`src/rtl/alu_op_sequencer.sv`:
```
// Request/response front end for the single-bit-shift ALU: latches one op,
// drives the ALU, iterates shifts shamt times and holds the result until accepted.
module alu_op_sequencer #(
  parameter int DATA_W  = 32,
  parameter int SHAMT_W = 5
) (
  input  logic               clk,
  input  logic               rst,
  input  logic               req_valid,
  output logic               req_ready,
  input  logic [3:0]         req_op,
  input  logic [DATA_W-1:0]  req_a,
  input  logic [DATA_W-1:0]  req_b,
  input  logic [SHAMT_W-1:0] req_shamt,
  output logic [DATA_W-1:0]  alu_dataa,
  output logic [DATA_W-1:0]  alu_datab,
  output logic [3:0]         alu_function,
  input  logic [DATA_W-1:0]  alu_result,
  output logic               rsp_valid,
  input  logic               rsp_ready,
  output logic [DATA_W-1:0]  rsp_data,
  output logic               rsp_illegal,
  output logic               busy
);

  typedef enum logic [1:0] {IDLE, EXEC, SHIFT, RESP} state_t;

  state_t              state_r;
  logic [DATA_W-1:0]   acc_r;
  logic [DATA_W-1:0]   opb_r;
  logic [3:0]          func_r;
  logic [SHAMT_W-1:0]  cnt_r;
  logic [DATA_W-1:0]   rsp_data_r;
  logic                rsp_illegal_r;
  logic                req_ready_r;
  logic                rsp_valid_r;
  logic                busy_r;
  logic [4:0]          dec_s;

  // Returns {legal, alu function code}; bit 3 of the code marks a shift op.
  function automatic logic [4:0] op_decode(input logic [3:0] op);
    case (op)
      4'd0:    op_decode = 5'b1_0000;
      4'd1:    op_decode = 5'b1_0010;
      4'd2:    op_decode = 5'b1_0100;
      4'd3:    op_decode = 5'b1_0101;
      4'd4:    op_decode = 5'b1_0110;
      4'd5:    op_decode = 5'b1_0111;
      4'd6:    op_decode = 5'b1_1000;
      4'd7:    op_decode = 5'b1_1001;
      4'd8:    op_decode = 5'b1_1010;
      default: op_decode = 5'b0_0000;
    endcase
  endfunction

  assign dec_s        = op_decode(req_op);
  assign alu_dataa    = acc_r;
  assign alu_datab    = opb_r;
  assign alu_function = func_r;
  assign req_ready    = req_ready_r;
  assign rsp_valid    = rsp_valid_r;
  assign rsp_data     = rsp_data_r;
  assign rsp_illegal  = rsp_illegal_r;
  assign busy         = busy_r;

  // Sequencer FSM with registered handshake and status outputs.
  always_ff @(posedge clk) begin
    if (rst) begin
      state_r       <= IDLE;
      acc_r         <= {DATA_W{1'b0}};
      opb_r         <= {DATA_W{1'b0}};
      func_r        <= 4'b0000;
      cnt_r         <= {SHAMT_W{1'b0}};
      rsp_data_r    <= {DATA_W{1'b0}};
      rsp_illegal_r <= 1'b0;
      req_ready_r   <= 1'b1;
      rsp_valid_r   <= 1'b0;
      busy_r        <= 1'b0;
    end else begin
      case (state_r)
        IDLE: begin
          if (req_valid) begin
            req_ready_r <= 1'b0;
            busy_r      <= 1'b1;
            if (!dec_s[4]) begin
              rsp_data_r    <= {DATA_W{1'b0}};
              rsp_illegal_r <= 1'b1;
              rsp_valid_r   <= 1'b1;
              state_r       <= RESP;
            end else if (dec_s[3] && (req_shamt == {SHAMT_W{1'b0}})) begin
              func_r        <= dec_s[3:0];
              rsp_data_r    <= req_a;
              rsp_illegal_r <= 1'b0;
              rsp_valid_r   <= 1'b1;
              state_r       <= RESP;
            end else if (dec_s[3]) begin
              func_r        <= dec_s[3:0];
              acc_r         <= req_a;
              cnt_r         <= req_shamt;
              rsp_illegal_r <= 1'b0;
              state_r       <= SHIFT;
            end else begin
              func_r        <= dec_s[3:0];
              acc_r         <= req_a;
              opb_r         <= req_b;
              rsp_illegal_r <= 1'b0;
              state_r       <= EXEC;
            end
          end else begin
            state_r <= IDLE;
          end
        end
        EXEC: begin
          rsp_data_r  <= alu_result;
          rsp_valid_r <= 1'b1;
          state_r     <= RESP;
        end
        SHIFT: begin
          acc_r <= alu_result;
          cnt_r <= cnt_r - {{(SHAMT_W-1){1'b0}}, 1'b1};
          if (cnt_r == {{(SHAMT_W-1){1'b0}}, 1'b1}) begin
            rsp_data_r  <= alu_result;
            rsp_valid_r <= 1'b1;
            state_r     <= RESP;
          end else begin
            state_r <= SHIFT;
          end
        end
        RESP: begin
          if (rsp_ready) begin
            rsp_valid_r <= 1'b0;
            req_ready_r <= 1'b1;
            busy_r      <= 1'b0;
            state_r     <= IDLE;
          end else begin
            state_r <= RESP;
          end
        end
        default: begin
          state_r     <= IDLE;
          rsp_valid_r <= 1'b0;
          req_ready_r <= 1'b1;
          busy_r      <= 1'b0;
        end
      endcase
    end
  end

endmodule

```
`config.mk`:
```
export PLATFORM = sky130hd
export DESIGN_NAME = alu_op_sequencer
export DESIGN_NICKNAME = d
export VERILOG_FILES = /design/src/rtl/alu_op_sequencer.sv
export SDC_FILE = /design/constraint.sdc
export NUM_CORES = 1
export LEC_CHECK = 0
export ABC_CLOCK_PERIOD_IN_PS = 5800
export BUFFER_PORTS_ARGS = -buffer_cell sky130_fd_sc_hd__buf_4
export CAP_MARGIN = 20
export CORE_AREA = 2 2 88 175
export CTS_CLUSTER_SIZE = 24
export DETAILED_ROUTE_END_ITERATION = 10
export DIE_AREA = 0 0 90 177
export HOLD_SLACK_MARGIN = 0.03
export PLACE_DENSITY = 0.74
export SYNTH_ARGS = -nofsm -noshare
export SYNTH_HDL_FRONTEND = slang
export SYNTH_SLANG_ARGS = --single-unit
export TNS_END_PERCENT = 30
```
`constraint.sdc`:
```
create_clock -name clk -period 5.8 [get_ports clk]
set_input_delay 0.58 -clock clk [delete_from_list [all_inputs] [get_ports clk]]
set_output_delay 0.58 -clock clk [all_outputs]
set_load 0.01 [all_outputs]
```
**After elaboration in Yosys (flattened, before gate mapping)**

Memories as Yosys holds them, arrays and structs flattened.
Cells that the tools add are included.

- Bits in registers: 111
- ROM bits: 80
- Memories kept: 1

- Add/subtract/negate cells: 1
- Eq/ne operators: 11
- Multiplexer cells: 33
- Bitwise logic cells: 2
- Reduce and logical (&&, ||, !) cells: 14

Memory list:

| name | words | width | read ports | clocked after Yosys merged registers in | write ports | line | RTL |
|---|---|---|---|---|---|---|---|
| (name not given) | 16 | 5 | 1 | 0 | 0 | 42 | `case (op)` |

Operators by type and width:

| cell | number |
|---|---|
| $mux 32 | 7 |
| $pmux 32 s3 | 1 |
| $pmux 32 s2 | 1 |
| $mux 5 | 4 |
| $ne 2x2->1 const B | 6 |
| $reduce_and 4->1 | 3 |
| $mux 1 | 10 |
| $mux 2 | 5 |
| $pmux 5 s2 | 1 |
| $reduce_and 5->1 | 2 |
| $pmux 2 s4 | 1 |
| $reduce_and 3->1 | 2 |
| $eq 5x1->1 const B | 1 |
| $logic_not 5->1 | 1 |
| $sub 5x1->5 const B | 1 |
| $eq 2x2->1 const B | 2 |
| $pmux 1 s2 | 2 |
| $pmux 1 s4 | 1 |
| $reduce_bool 2->1 | 2 |
| $ne 3x3->1 const B | 1 |
| $reduce_bool 3->1 | 1 |
| $eq 2x1->1 const B | 1 |
| $logic_not 2->1 | 1 |
| $not 1->1 | 2 |
| other kinds (2) | 2 |

**Depth between registers and ports, before layout**

Gate-level depths: netlist of run 1.

- Depth in word-level cells: 6
- Gate-level depth with buffers: 9

**Worst setup path before layout of run 1**

No wires, ideal clock.

- Path type: input to register
- Start point: input req_op[1]
- End point: register rsp_data_r[10] (netlist: rsp_data[10])
- Setup time: 121 ps
- Arrival: 2024 ps
- Setup slack: 3655 ps
- Cell stages on the path: 7
- Cells stage by stage: ha_1 -> nor2b_1 -> o211ai_2 -> a311o_1 -> buf_2 -> buf_6 -> mux2_4

- Word-level cells in the longest chain between the ends: 4
- Elaborated cells on any way between the ends: 7
- Those cells by class: eq/ne: 1; mux: 3; reduce/logical: 2; memory: 1

RTL lines:

| what | line | RTL |
|---|---|---|
| from (decl) | 11 | `input logic [3:0] req_op,` |
| $mem_v2 16x5 (*) | -- |  |
| $mux 32 / $logic_and 1x1->1 (equally long branches) | 85, 90 |  |
| $mux 32 / $ne 3x3->1 (equally long branches) | -- |  |
| $pmux 32 s3 / $reduce_and 4->1 (equally long branches) | -- |  |
| to (signal assigned) | 74 | `rsp_data_r <= {DATA_W{1'b0}};` |
| to (signal assigned) | 86 | `rsp_data_r <= {DATA_W{1'b0}};` |
| to (signal assigned) | 92 | `rsp_data_r <= req_a;` |
| to (decl) | 33 | `logic [DATA_W-1:0] rsp_data_r;` |

Every way passes the cells marked *; elsewhere a longest branch is shown, timed or not. The select of a mux whose other input is x is not followed.
A chain may end at the register's enable or synchronous reset.

**Final worst setup path of run 1**

- Start point: register state_r[0]
- End point: register rsp_data_r[0] (netlist: rsp_data[0])

- Word-level cells in the longest chain between the ends: 3
- Elaborated cells on any way between the ends: 9
- Those cells by class: eq/ne: 5; mux: 1; reduce/logical: 3

RTL lines:

| what | line | RTL |
|---|---|---|
| from (decl) | 28 | `state_t state_r;` |
| from (signal assigned) | 69 | `state_r <= IDLE;` |
| from (signal assigned) | 89 | `state_r <= RESP;` |
| from (signal assigned) | 95 | `state_r <= RESP;` |
| $eq 2x2->1, or another cell as far along | 80 | `case (state_r)` |
| $ne 2x2->1 (no source line), or another cell as far along | -- |  |
| $reduce_and 4->1 (no source line) | -- |  |

Parallel ways exist; a longest one is shown, timed or not.

==> impl_summary.txt, run 1 <==
----------------------------------------------------
[Finish]
  Share of final-layout standard cells stronger than drive strength 1 ... 0.3449
  Area growth syn-to-layout ... 35.42%
  Diode count ... 0
  Net count, final ... 950
  Number of standard cells in the layout, taps in and fillers out ... 1033

[Hold path]
  Type of the tightest min-delay check ... input port to flip-flop
  Beginning of the worst hold path ... req_b[18]

[Timing]
  Worst-case headroom to the max-slew limit ... 0.2686
  Achievable frequency ... between 300 and 400 MHz
  Final worst path period share ... 0.5189
  Unrepaired setup endpoints after global routing ... false
  Final setup margin ... 2790 ps
  Time the final worst path needs with I/O delays and setup ... ~3000 ps
  # setup viols final ... 0
  Final hold vios ... 0
  Total negative slack for setup checks ... 0 ps
  Pin slew with the least headroom to its limit ... 1097 ps
  Final Max Slew Viols ... 0
  Worst-case clock skew ... between 9 and 10 ps

[Logic synthesis]
  Number of distinct standard cells referenced by the synthesized netlist ... 46
  Synth area leaders ... sky130_fd_sc_hd__dfxtp_1, sky130_fd_sc_hd__mux2_4, sky130_fd_sc_hd__nor2b_1
  Syn_nets ... between 700 and 800
  Cell taking the most area after synthesis ... sky130_fd_sc_hd__dfxtp_1
  Netlist Area Pre-Place ... 5779 um2
  Mean cell area of the mapped netlist ... 8.796 um2
  Yosys top cell area share ... 0.3845
  Mapped Cells ... between 600 and 700
  Synth Register Bits ... approximately 110
  Synth warnings ... 0
  Share of synthesized area occupied by flip-flops and latches ... 0.3845

[Clock network]
  Register clock-pin slew on the reported worst setup and hold paths ... 80 ps
  Skew-Pair Late Insertion Delay ... 360 ps
  TritonCTS clock tree ... yes
  Number of buffers inserted by post-CTS setup repair ... 0
  CTS Root Buffer Type ... sky130_fd_sc_hd__clkbuf_16
  Num CTS Buffers ... 9
  Clock buffer depth ... 2
  CTS Sinks ... ~110
  H-tree levels ... 3
  Cells resized by post-CTS repair ... 0
  Quantity of hold-fixing buffers added after cts ... 0

[Floorplan]
  Core Area ... around 15000 um2
  Die width ... 90 um
  Row count ... 63
  Initial Utilization ... 0.3942
  Total die area ... around 16000 um2
  I/O pins ... around 210
  Die Y ... 177 um

[Worst setup path]
  CP startpoint kind ... flip-flop
  Reg2reg path depth ... 6
  Critical path's largest stage delay ... 880 ps
  First element of the critical path ... state_r[0]
  Cell family contributing the most delay on the critical path ... compound AO/OA/AOI/OAI gates
  Data required time at the worst endpoint ... 6040 ps
  Reg-to-reg startpoint ... state_r[0]
  Worst endpoint data arrival time ... 3250 ps
  Nature of the critical path endpoint ... flip-flop
  Count of buffering cells on the critical path with inverters included ... 2
  Class of the most critical setup path ... flip-flop to flip-flop
  Critical path fanouts, max ... 33
  Cell occurring most often along the worst timing path ... sky130_fd_sc_hd__inv_1
  Cells along the critical path ... inv_1 -> ha_2 -> inv_1 -> o21ai_0 -> a311o_2 -> mux2_1
  Path length in cells of the critical path ... 6
  Cell type of the slowest stage on the worst timing path ... sky130_fd_sc_hd__a311o_2
  Destination of the critical timing path ... rsp_data[0]
  Register-to-register path setup slack ... 2790 ps
  Terminus of the critical flop-to-flop path ... rsp_data[0]

[Global routing]
  Remaining Overflow, GRT ... 0
  First-pass GRT wire length ... 24760 um
  Maximum number of pins on one net before global-route repair ... between 100 and 150
  Overall Global Routing Usage ... 0.1851
  Antenna violations before repair ... 0
  Vias in the first global route ... 4995

[Placed design]
  Placed Instances ... 1015
  PortBufs ... 212
  Post-Place Worst Slack ... 2742 ps
  Detailed placer's ending HPWL ... 10800 um
  RD Place Congestion ... 0.8465

[Routing]
  Drt initial violations ... between 150 and 200
  DRC Markers ... 0
  Post-DR wirelength/cell ... roughly 15 um
  DRT Wirelength ... 15250 um
  Count of antenna-violating nets left after detailed routing ... 0
  First-pass iteration count of the detailed router ... 4
  Vias post-DR ... roughly 5200
  Per-cell via count in the routed design ... 5.027

[Power and ir drop]
  Worst vdd ir ... 0.0001538 V
  Power density of the placed cells ... 259.3 nW/um2
  Overall power ... 2.030 mW
  Leak Pwr ... 3.429 nW

[Status]
  Outcome ... completed

[Run]
  Max-cap violation count ... 0

----------------------------------------------------
## area by class of cell
| type | instances | area [um2] |
|---|---|---|
| Clock buffer | 9 | 225.2 |
| Clock inverter | 7 | 100.1 |
| Fill cell | 1406 | 6835 |
| Inverter | 8 | 30.03 |
| Multi-Input combinational cell | 485 | 3328 |
| Sequential cell | 111 | 2222 |
| Tap cell | 195 | 244.0 |
| Timing Repair Buffer | 218 | 1677 |
## placed cells by master, fill, tap and decap left out, types with 3 or more instances in the layout
| cell type | instances |
|---|---|
| sky130_fd_sc_hd__a21oi_1 | 82 |
| sky130_fd_sc_hd__buf_4 | 216 |
| sky130_fd_sc_hd__clkbuf_16 | 9 |
| sky130_fd_sc_hd__dfxtp_1 | 111 |
| sky130_fd_sc_hd__ha_1 | 6 |
| sky130_fd_sc_hd__inv_1 | 8 |
| sky130_fd_sc_hd__mux2_1 | 21 |
| sky130_fd_sc_hd__mux2_2 | 15 |
| sky130_fd_sc_hd__mux2_4 | 29 |
| sky130_fd_sc_hd__mux2i_1 | 32 |
| sky130_fd_sc_hd__nand2_1 | 100 |
| sky130_fd_sc_hd__nand2b_1 | 6 |
| sky130_fd_sc_hd__nand3b_1 | 32 |
| sky130_fd_sc_hd__nor2_1 | 43 |
| sky130_fd_sc_hd__nor2b_1 | 67 |
| sky130_fd_sc_hd__nor3b_1 | 4 |
| sky130_fd_sc_hd__o31ai_1 | 3 |
## layer usage
metal / GRT usage / up-vias / part of all wire / wire, um
li1: - / 2575 / - / -
met2: 0.3067 / 172 / 0.48 / 7349
met3: 0.05451 / 19 / 0.072 / 1104
met1: 0.2329 / 2427 / 0.43 / 6550
met5: 0 / - / 0 / 0
met4: 0.05449 / 0 / 0.016 / 241
## cells in the mapped netlist (all sizes together)
master,n
nor3,3
or4,2
mux2i,32
a2bb2oi,1
a21oi,83
o21ai,3
xor2,1
o22ai,2
a22oi,1
or2,2
a211oi,2
nor4,1
a311o,1
o221ai,2
and2,2
nand2b,6
nor2b,67
a21boi,1
nor4b,3
nand3b,32
ha,8
o311a,1
nor3b,4
or3,2
nand2,100
a311oi,1
clkbuf,37
nor2,43
dfxtp,111
o31ai,4
buf,16
o32ai,2
o211ai,3
mux2,65
nand3,2
o2111ai,1
inv,8
o21bai,2
## how the worst min path moves through the flow
stage,to,slack (ps),cells past startpoint
floorplan,cnt_r[4],470,2
global placement,alu_datab[7],440,2
detailed placement,alu_datab[1],450,2
CTS,alu_datab[19],450,3
global route,alu_datab[10],450,3
finish,alu_datab[18],460,3
## where the power goes
group / internal [mW] / switching (mW) / total [mW] / leakage (nW)
combinational: 0.266 / 0.239 / 0.505 / 2.37
sequential: 0.820 / 0.0325 / 0.853 / 0.906
clock: 0.350 / 0.322 / 0.672 / 0.158
total: 1.44 / 0.593 / 2.03 / 3.43
## registers in the layout, indices dropped and copies added (netlist names)
| signal | count |
|---|---|
| rsp_data | 32 |
| rsp_illegal | 1 |
| alu_function | 4 |
| busy | 1 |
| alu_datab | 32 |
| cnt_r | 5 |
| state_r | 2 |
| req_ready | 1 |
| alu_dataa | 32 |
| rsp_valid | 1 |
## cell families after synthesis
| family | count (synthesis) | synth area share |
|---|---|---|
| and+or+nand+nor | 269 | 0.2414 |
| DFF | 111 | 0.3845 |
| AOI/OAI and AO/OA | 110 | 0.1085 |
| muxes | 97 | 0.2009 |
| buffers and inverters | 61 | 0.04590 |
| adders and majority gates | 8 | 0.01732 |
| xor gates and xnor gates | 1 | 0.001516 |
## through the flow
step	cell area, um2	hold WS [ps]	util
6_report	7826	457.9	0.5338
2_1_floorplan	5779	466.7	-
4_1_cts	7771	445.7	0.5300
5_1_grt	7826	451.7	0.5338
3_3_place_gp	7446	443.1	0.5079
3_5_place_dp	7446	447.2	0.5079
## tightest hold or removal path, stage by stage
cell	delay, ps
sky130_fd_sc_hd__buf_4	110
sky130_fd_sc_hd__nand2_1	40
sky130_fd_sc_hd__a21oi_1	50
(Power assumes the default switching activity.)
==> inputs of run 2 (changes only) <==
- ABC_CLOCK_PERIOD_IN_PS: 5800 -> 2500
- PLACE_DENSITY: 0.74 -> 0.77
- clock period: 5.8 -> 2.5 ns (I/O delays scaled with it)
==> impl_summary.txt, run 2 (same netlist as run 1, synthesis figures left out) <==
----------------------------------------------------
[Status]
  Outcome ... completed

[Power and ir drop]
  Power density of the placed cells ... slightly below 600 nW/um2
  Share of total power in sequential cells ... 0.430
  Internal power summed over all cells ... 3.236 mW
  Relative contribution of combinational cells to total power ... 0.260
  Sw frac ... 0.2946
  Part of the power in the clock network ... 0.309
  Leak Pwr ... 3.457 nW
  Switching component of the power ... 1.351 mW
  Worst vdd ir ... 0.0003416 V

[Routing]
  Drt initial violations ... approximately 200
  DRT Wirelength ... 15190 um
  WL met2 ... about 7100 um
  Per-cell via count in the routed design ... 5.002
  First-pass iteration count of the detailed router ... 6
  DRC Markers ... 0
  Vias post-DR ... around 5200
  Met3 Wirelength ... 1110 um
  Detailed-routing wirelength on met1 ... 6803 um
  Count of antenna-violating nets left after detailed routing ... 0
  Highest Signal Layer ... met4
  Post-DR wirelength/cell ... 14.59 um

[Placed design]
  PortBufs ... approximately 210
  RD Place Congestion ... 0.8725
  Detailed placer's ending HPWL ... 10750 um

[Finish]
  Share of final-layout standard cells stronger than drive strength 1 ... 0.3511
  Net count, final ... 958
  Filler instances ... 1363
  FF/Latch Area ... around 2200 um2
  Diode count ... 0
  Top library cells by usage in the layout, fill and taps aside ... sky130_fd_sc_hd__buf_4, sky130_fd_sc_hd__dfxtp_1, sky130_fd_sc_hd__nand2_1
  Post-layout util ... 0.5361
  Most common library cell in the layout ignoring fill and taps ... sky130_fd_sc_hd__buf_4
  Multi-input gate area in the final layout ... 3328 um2
  Area growth syn-to-layout ... 36.00%

[Timing]
  Final Max Slew Viols ... 0
  Pin slew with the least headroom to its limit ... around 530 ps
  Total negative slack for setup checks ... 0 ps
  Unrepaired setup endpoints after global routing ... false
  Worst-case headroom to the max-slew limit ... 0.6436
  Final worst path period share ... 0.9144
  Final hold vios ... 0
  Time the final worst path needs with I/O delays and setup ... 2286 ps
  # setup viols final ... 0
  Achievable frequency ... 437.5 MHz
  Worst-case clock skew ... 9.956 ps
  Final Hold Slack ... 135.4 ps

[Global routing]
  Overall Global Routing Usage ... 0.1850
  Remaining Overflow, GRT ... 0
  Antenna violations before repair ... 0
  First-pass GRT wire length ... 24800 um
  Maximum number of pins on one net before global-route repair ... 127
  Vias in the first global route ... 4944

[Floorplan]
  I/O pins ... 213
  Initial Utilization ... 0.3942
  Die Y ... 177 um
  Row count ... 63
  Total die area ... 15930 um2
  Die width ... about 90 um
  Core Area ... 14660 um2

[Clock network]
  Quantity of hold-fixing buffers added after cts ... 0
  CTS Sinks ... 111
  TritonCTS clock tree ... yes
  Num CTS Buffers ... 9
  H-tree levels ... 3
  Clock buffer depth ... 2
  Register clock-pin slew on the reported worst setup and hold paths ... 90 ps
  Number of buffers inserted by post-CTS setup repair ... 0
  Skew-Pair Late Insertion Delay ... ~350 ps
  CTS Root Buffer Type ... sky130_fd_sc_hd__clkbuf_16
  Cells resized by post-CTS repair ... 0

[Worst setup path]
  Critical path fanouts, max ... 33
  CP startpoint kind ... flip-flop
  Critical path's largest stage delay ... 450 ps
  Cells along the critical path ... ha_1 -> nor4b_1 -> o21ai_0 -> a311o_2 -> buf_12 -> mux2_1
  Cell type of the slowest stage on the worst timing path ... sky130_fd_sc_hd__dfxtp_1
  Nature of the critical path endpoint ... flip-flop
  Class of the most critical setup path ... flip-flop to flip-flop
  Count of buffering cells on the critical path with inverters included ... 1
  Register-to-register path setup slack ... 210 ps
  Worst endpoint data arrival time ... 2520 ps
  Data required time at the worst endpoint ... 2730 ps
  Cell family contributing the most delay on the critical path ... compound AO/OA/AOI/OAI gates

[Hold path]
  Type of the tightest min-delay check ... input port to flip-flop

[Run]
  Max-cap violation count ... 0

----------------------------------------------------
## run 2: cell type report
type                    instances  share of cell area
clock buffers                   9             0.02865
repair buffers                226              0.2222
clock inverters                 7            0.008118
inverters                       8            0.003820
well taps                     195             0.03104
multi-input cells             485              0.4234
flip-flops and latches        111              0.2827
## run 2: through the flow
stage	power, mW	std cells	cell area [um2]	worst slack, ps
2_1_floorplan	2.707	657	5779	378.0
3_3_place_gp	3.191	1025	7571	359.1
3_5_place_dp	3.214	1025	7571	265.6
4_1_cts	4.656	1041	7860	246.0
5_1_grt	4.827	1041	7860	25.51
6_report	4.587	1041	7860	214.1
## run 2: routing by layer
layer | global-route usage | vias to the layer above
met5 | 0 | -
met4 | 0.03846 | 0
met3 | 0.05196 | 13
met2 | 0.3045 | 175
met1 | 0.2429 | 2430
li1 | - | 2589
## run 2: path summary, 6_finish.rpt
path | from | to | cells after the start
setup / recovery | cnt_r[0] | rsp_data[31] | 6
hold / removal | req_b[9] | alu_datab[9] | 3
hold reg to reg | alu_datab[3] | alu_datab[3] | 2
setup reg to reg | cnt_r[0] | rsp_data[31] | 6
## run 2: tightest hold or removal path, delay by kind of cell
kind / cells / cell delay, ps
AND/OR/NAND/NOR: 1 / 40
AO/OA/AOI/OAI: 1 / 50
buffers and inverters: 1 / 110
## run 2: power groups by stage
stage / clock network (mW) / registers [mW] / logic [mW]
after floorplan: 0 / 2.06 / 0.642
after global placement: 0 / 2.01 / 1.18
after detailed placement: 0 / 2.01 / 1.20
after CTS: 1.48 / 1.97 / 1.20
after global routing: 1.53 / 1.99 / 1.30
final: 1.42 / 1.97 / 1.19
==> inputs of run 3 (changes only) <==
- ABC_AREA: default -> 1
- ABC_CLOCK_PERIOD_IN_PS: 2500 -> 2600
- CORE_AREA: 2 2 88 175 -> 2 2 86 170
- DIE_AREA: 0 0 90 177 -> 0 0 88 172
- PLACE_DENSITY: 0.77 -> 0.74
- clock period: 2.5 -> 2.6 ns (I/O delays scaled with it)
==> impl_summary.txt, run 3 <==
----------------------------------------------------
[Status]
  Outcome ... completed

[Timing]
  Achievable frequency ... 461.2 MHz
  Final Max Slew Viols ... 0
  Worst-case headroom to the max-slew limit ... 0.6013
  Time the final worst path needs with I/O delays and setup ... 2168 ps
  Final hold vios ... 0
  Final setup margin ... between 400 and 500 ps
  Unrepaired setup endpoints after global routing ... false
  Final worst path period share ... 0.8339
  Pin slew with the least headroom to its limit ... 597.2 ps
  Total negative slack for setup checks ... 0 ps
  Worst-case clock skew ... roughly 8.4 ps
  # setup viols final ... 0

[Run]
  Max-cap violation count ... 0

[Worst setup path]
  Cell type of the slowest stage on the worst timing path ... sky130_fd_sc_hd__buf_4
  Cells along the critical path ... inv_1 -> ha_2 -> buf_4 -> mux2i_1 -> nand3_1 -> nand2_1 -> nor2_1
  Cell family contributing the most delay on the critical path ... buffers and inverters
  Worst endpoint data arrival time ... roughly 2400 ps
  Data required time at the worst endpoint ... around 2900 ps
  Critical path fanouts, max ... 29
  Nature of the critical path endpoint ... flip-flop
  Critical path's largest stage delay ... 520 ps
  Class of the most critical setup path ... flip-flop to flip-flop
  Count of buffering cells on the critical path with inverters included ... 2
  CP startpoint kind ... flip-flop

[Logic synthesis]
  Post-synth top flop ... sky130_fd_sc_hd__dfxtp_1
  Yosys top cell area share ... 0.4124
  Syn_nets ... 920
  Most frequent cell after synthesis ... sky130_fd_sc_hd__nor2_1
  Mapped Cells ... 803
  Synth Register Bits ... 111
  Cell taking the most area after synthesis ... sky130_fd_sc_hd__dfxtp_1
  Mean cell area of the mapped netlist ... 6.711 um2
  Number of distinct standard cells referenced by the synthesized netlist ... 29
  Share of synthesized area occupied by flip-flops and latches ... 0.4124
  Synth warnings ... 0
  Proportion of synthesized flip-flops having asynchronous set or reset ... 0
  Number of enable-type register cells in the synthesized netlist ... 0
  Netlist Area Pre-Place ... 5389 um2
  Leading post-synthesis cells by instance count ... sky130_fd_sc_hd__nor2_1, sky130_fd_sc_hd__nand2_1, sky130_fd_sc_hd__dfxtp_1
  Synth area leaders ... sky130_fd_sc_hd__dfxtp_1, sky130_fd_sc_hd__nor2_1, sky130_fd_sc_hd__nand2_1

[Placed design]
  PortBufs ... 212
  Placed Instances ... 1171
  Detailed placer's ending HPWL ... around 12000 um
  Post-Place Worst Slack ... 442.4 ps
  RD Place Congestion ... 0.9033

[Floorplan]
  Total die area ... 15140 um2
  Die width ... 88 um
  Initial Utilization ... 0.3901
  I/O pins ... 213
  Die Y ... about 170 um
  Row count ... 61
  Core Area ... between 10000 and 15000 um2

[Clock network]
  Skew-Pair Late Insertion Delay ... 350 ps
  Quantity of hold-fixing buffers added after cts ... 0
  CTS Sinks ... around 110
  H-tree levels ... 3
  Number of buffers inserted by post-CTS setup repair ... 0
  Clock buffer depth ... 2
  CTS Root Buffer Type ... sky130_fd_sc_hd__clkbuf_16
  Cells resized by post-CTS repair ... 0
  Num CTS Buffers ... 9
  TritonCTS clock tree ... yes
  Register clock-pin slew on the reported worst setup and hold paths ... 70 ps

[Global routing]
  Overall Global Routing Usage ... 0.2217
  First-pass GRT wire length ... 26090 um
  Remaining Overflow, GRT ... 0
  Vias in the first global route ... 5491
  Antenna violations before repair ... 0
  Maximum number of pins on one net before global-route repair ... 37

[Finish]
  Number of standard cells in the layout, taps in and fillers out ... between 1000 and 1500
  Filler instances ... 1363
  Top library cells by usage in the layout, fill and taps aside ... sky130_fd_sc_hd__buf_4, sky130_fd_sc_hd__nor2_1, sky130_fd_sc_hd__nand2_1
  Post-layout util ... 0.5360
  Area growth syn-to-layout ... 37.40%
  Diode count ... 0
  Share of final-layout standard cells stronger than drive strength 1 ... 0.2568
  Most common library cell in the layout ignoring fill and taps ... sky130_fd_sc_hd__buf_4
  Net count, final ... ~1100

[Hold path]
  Type of the tightest min-delay check ... input port to flip-flop

[Power and ir drop]
  Overall power ... 4.722 mW
  Power density of the placed cells ... 637.7 nW/um2
  Leak Pwr ... roughly 3.8 nW
  Worst vdd ir ... between 0.0003 and 0.0004 V

[Routing]
  Post-DR wirelength/cell ... 14.16 um
  Drt initial violations ... about 260
  First-pass iteration count of the detailed router ... 4
  Count of antenna-violating nets left after detailed routing ... 0
  Vias post-DR ... 5645
  DRC Markers ... 0
  DRT Wirelength ... 16790 um
  Per-cell via count in the routed design ... 4.760

----------------------------------------------------
==> run 3: area by class of cell <==
cell class              instances  area, um2  area share
multi-input cells             589       2721      0.3675
flip-flops and latches        111       2222      0.3001
repair buffers                228       1749      0.2362
well taps                     189      236.5     0.03194
clock buffers                  10      229.0     0.03092
inverters                      54      202.7     0.02737
clock inverters                 5      43.79    0.005914
==> run 3: cell families after synthesis <==
kind of cell / count (synthesis) / share of synthesized area
simple gates: 492 / 0.3689
mux: 32 / 0.05944
fa+ha+maj: 8 / 0.01858
flops: 111 / 0.4124
compound gates: 57 / 0.05758
buf+inv: 103 / 0.08312
==> run 3: routing by layer <==
layer | vias to the layer above | GRT usage | part of all wire
li1 | 2881 | - | -
met3 | 42 | 0.04869 | 0.065
met1 | 2514 | 0.2258 | 0.37
met2 | 208 | 0.4028 | 0.52
met4 | 0 | 0.1278 | 0.052
met5 | - | 0 | 0
==> run 3: through the flow <==
stage               area, um2  hold WS [ps]
floorplan                5389         394.9
global placement         7132         452.3
detailed placement       7132         451.9
CTS                      7405         117.7
global route             7405         116.8
finish                   7405         133.0
==> run 3: worst paths after layout <==
| path | cells after the start | slack [ps] | end | from |
|---|---|---|---|---|
| worst max-delay path | 7 | 430 | alu_dataa[27] | state_r[0] |
| worst min-delay path | 3 | 130 | alu_datab[25] | req_b[25] |
| worst max register to register | 7 | 430 | alu_dataa[27] | state_r[0] |
| worst min register to register | 2 | 470 | rsp_valid | rsp_valid |
==> run 3: where the power goes <==
part / total, mW / leakage [nW] / internal (mW) / switching (mW)
Sequential: 2.01 / 0.914 / 1.90 / 0.112
Clock: 1.29 / 0.127 / 0.658 / 0.635
Combinational: 1.42 / 2.76 / 0.633 / 0.788
Total: 4.72 / 3.80 / 3.19 / 1.54
==> run 3: worst min-delay path, cell delays in order <==
cell and delay, ps:
sky130_fd_sc_hd__buf_4 80, sky130_fd_sc_hd__nor2_1 30, sky130_fd_sc_hd__nor2_1 80
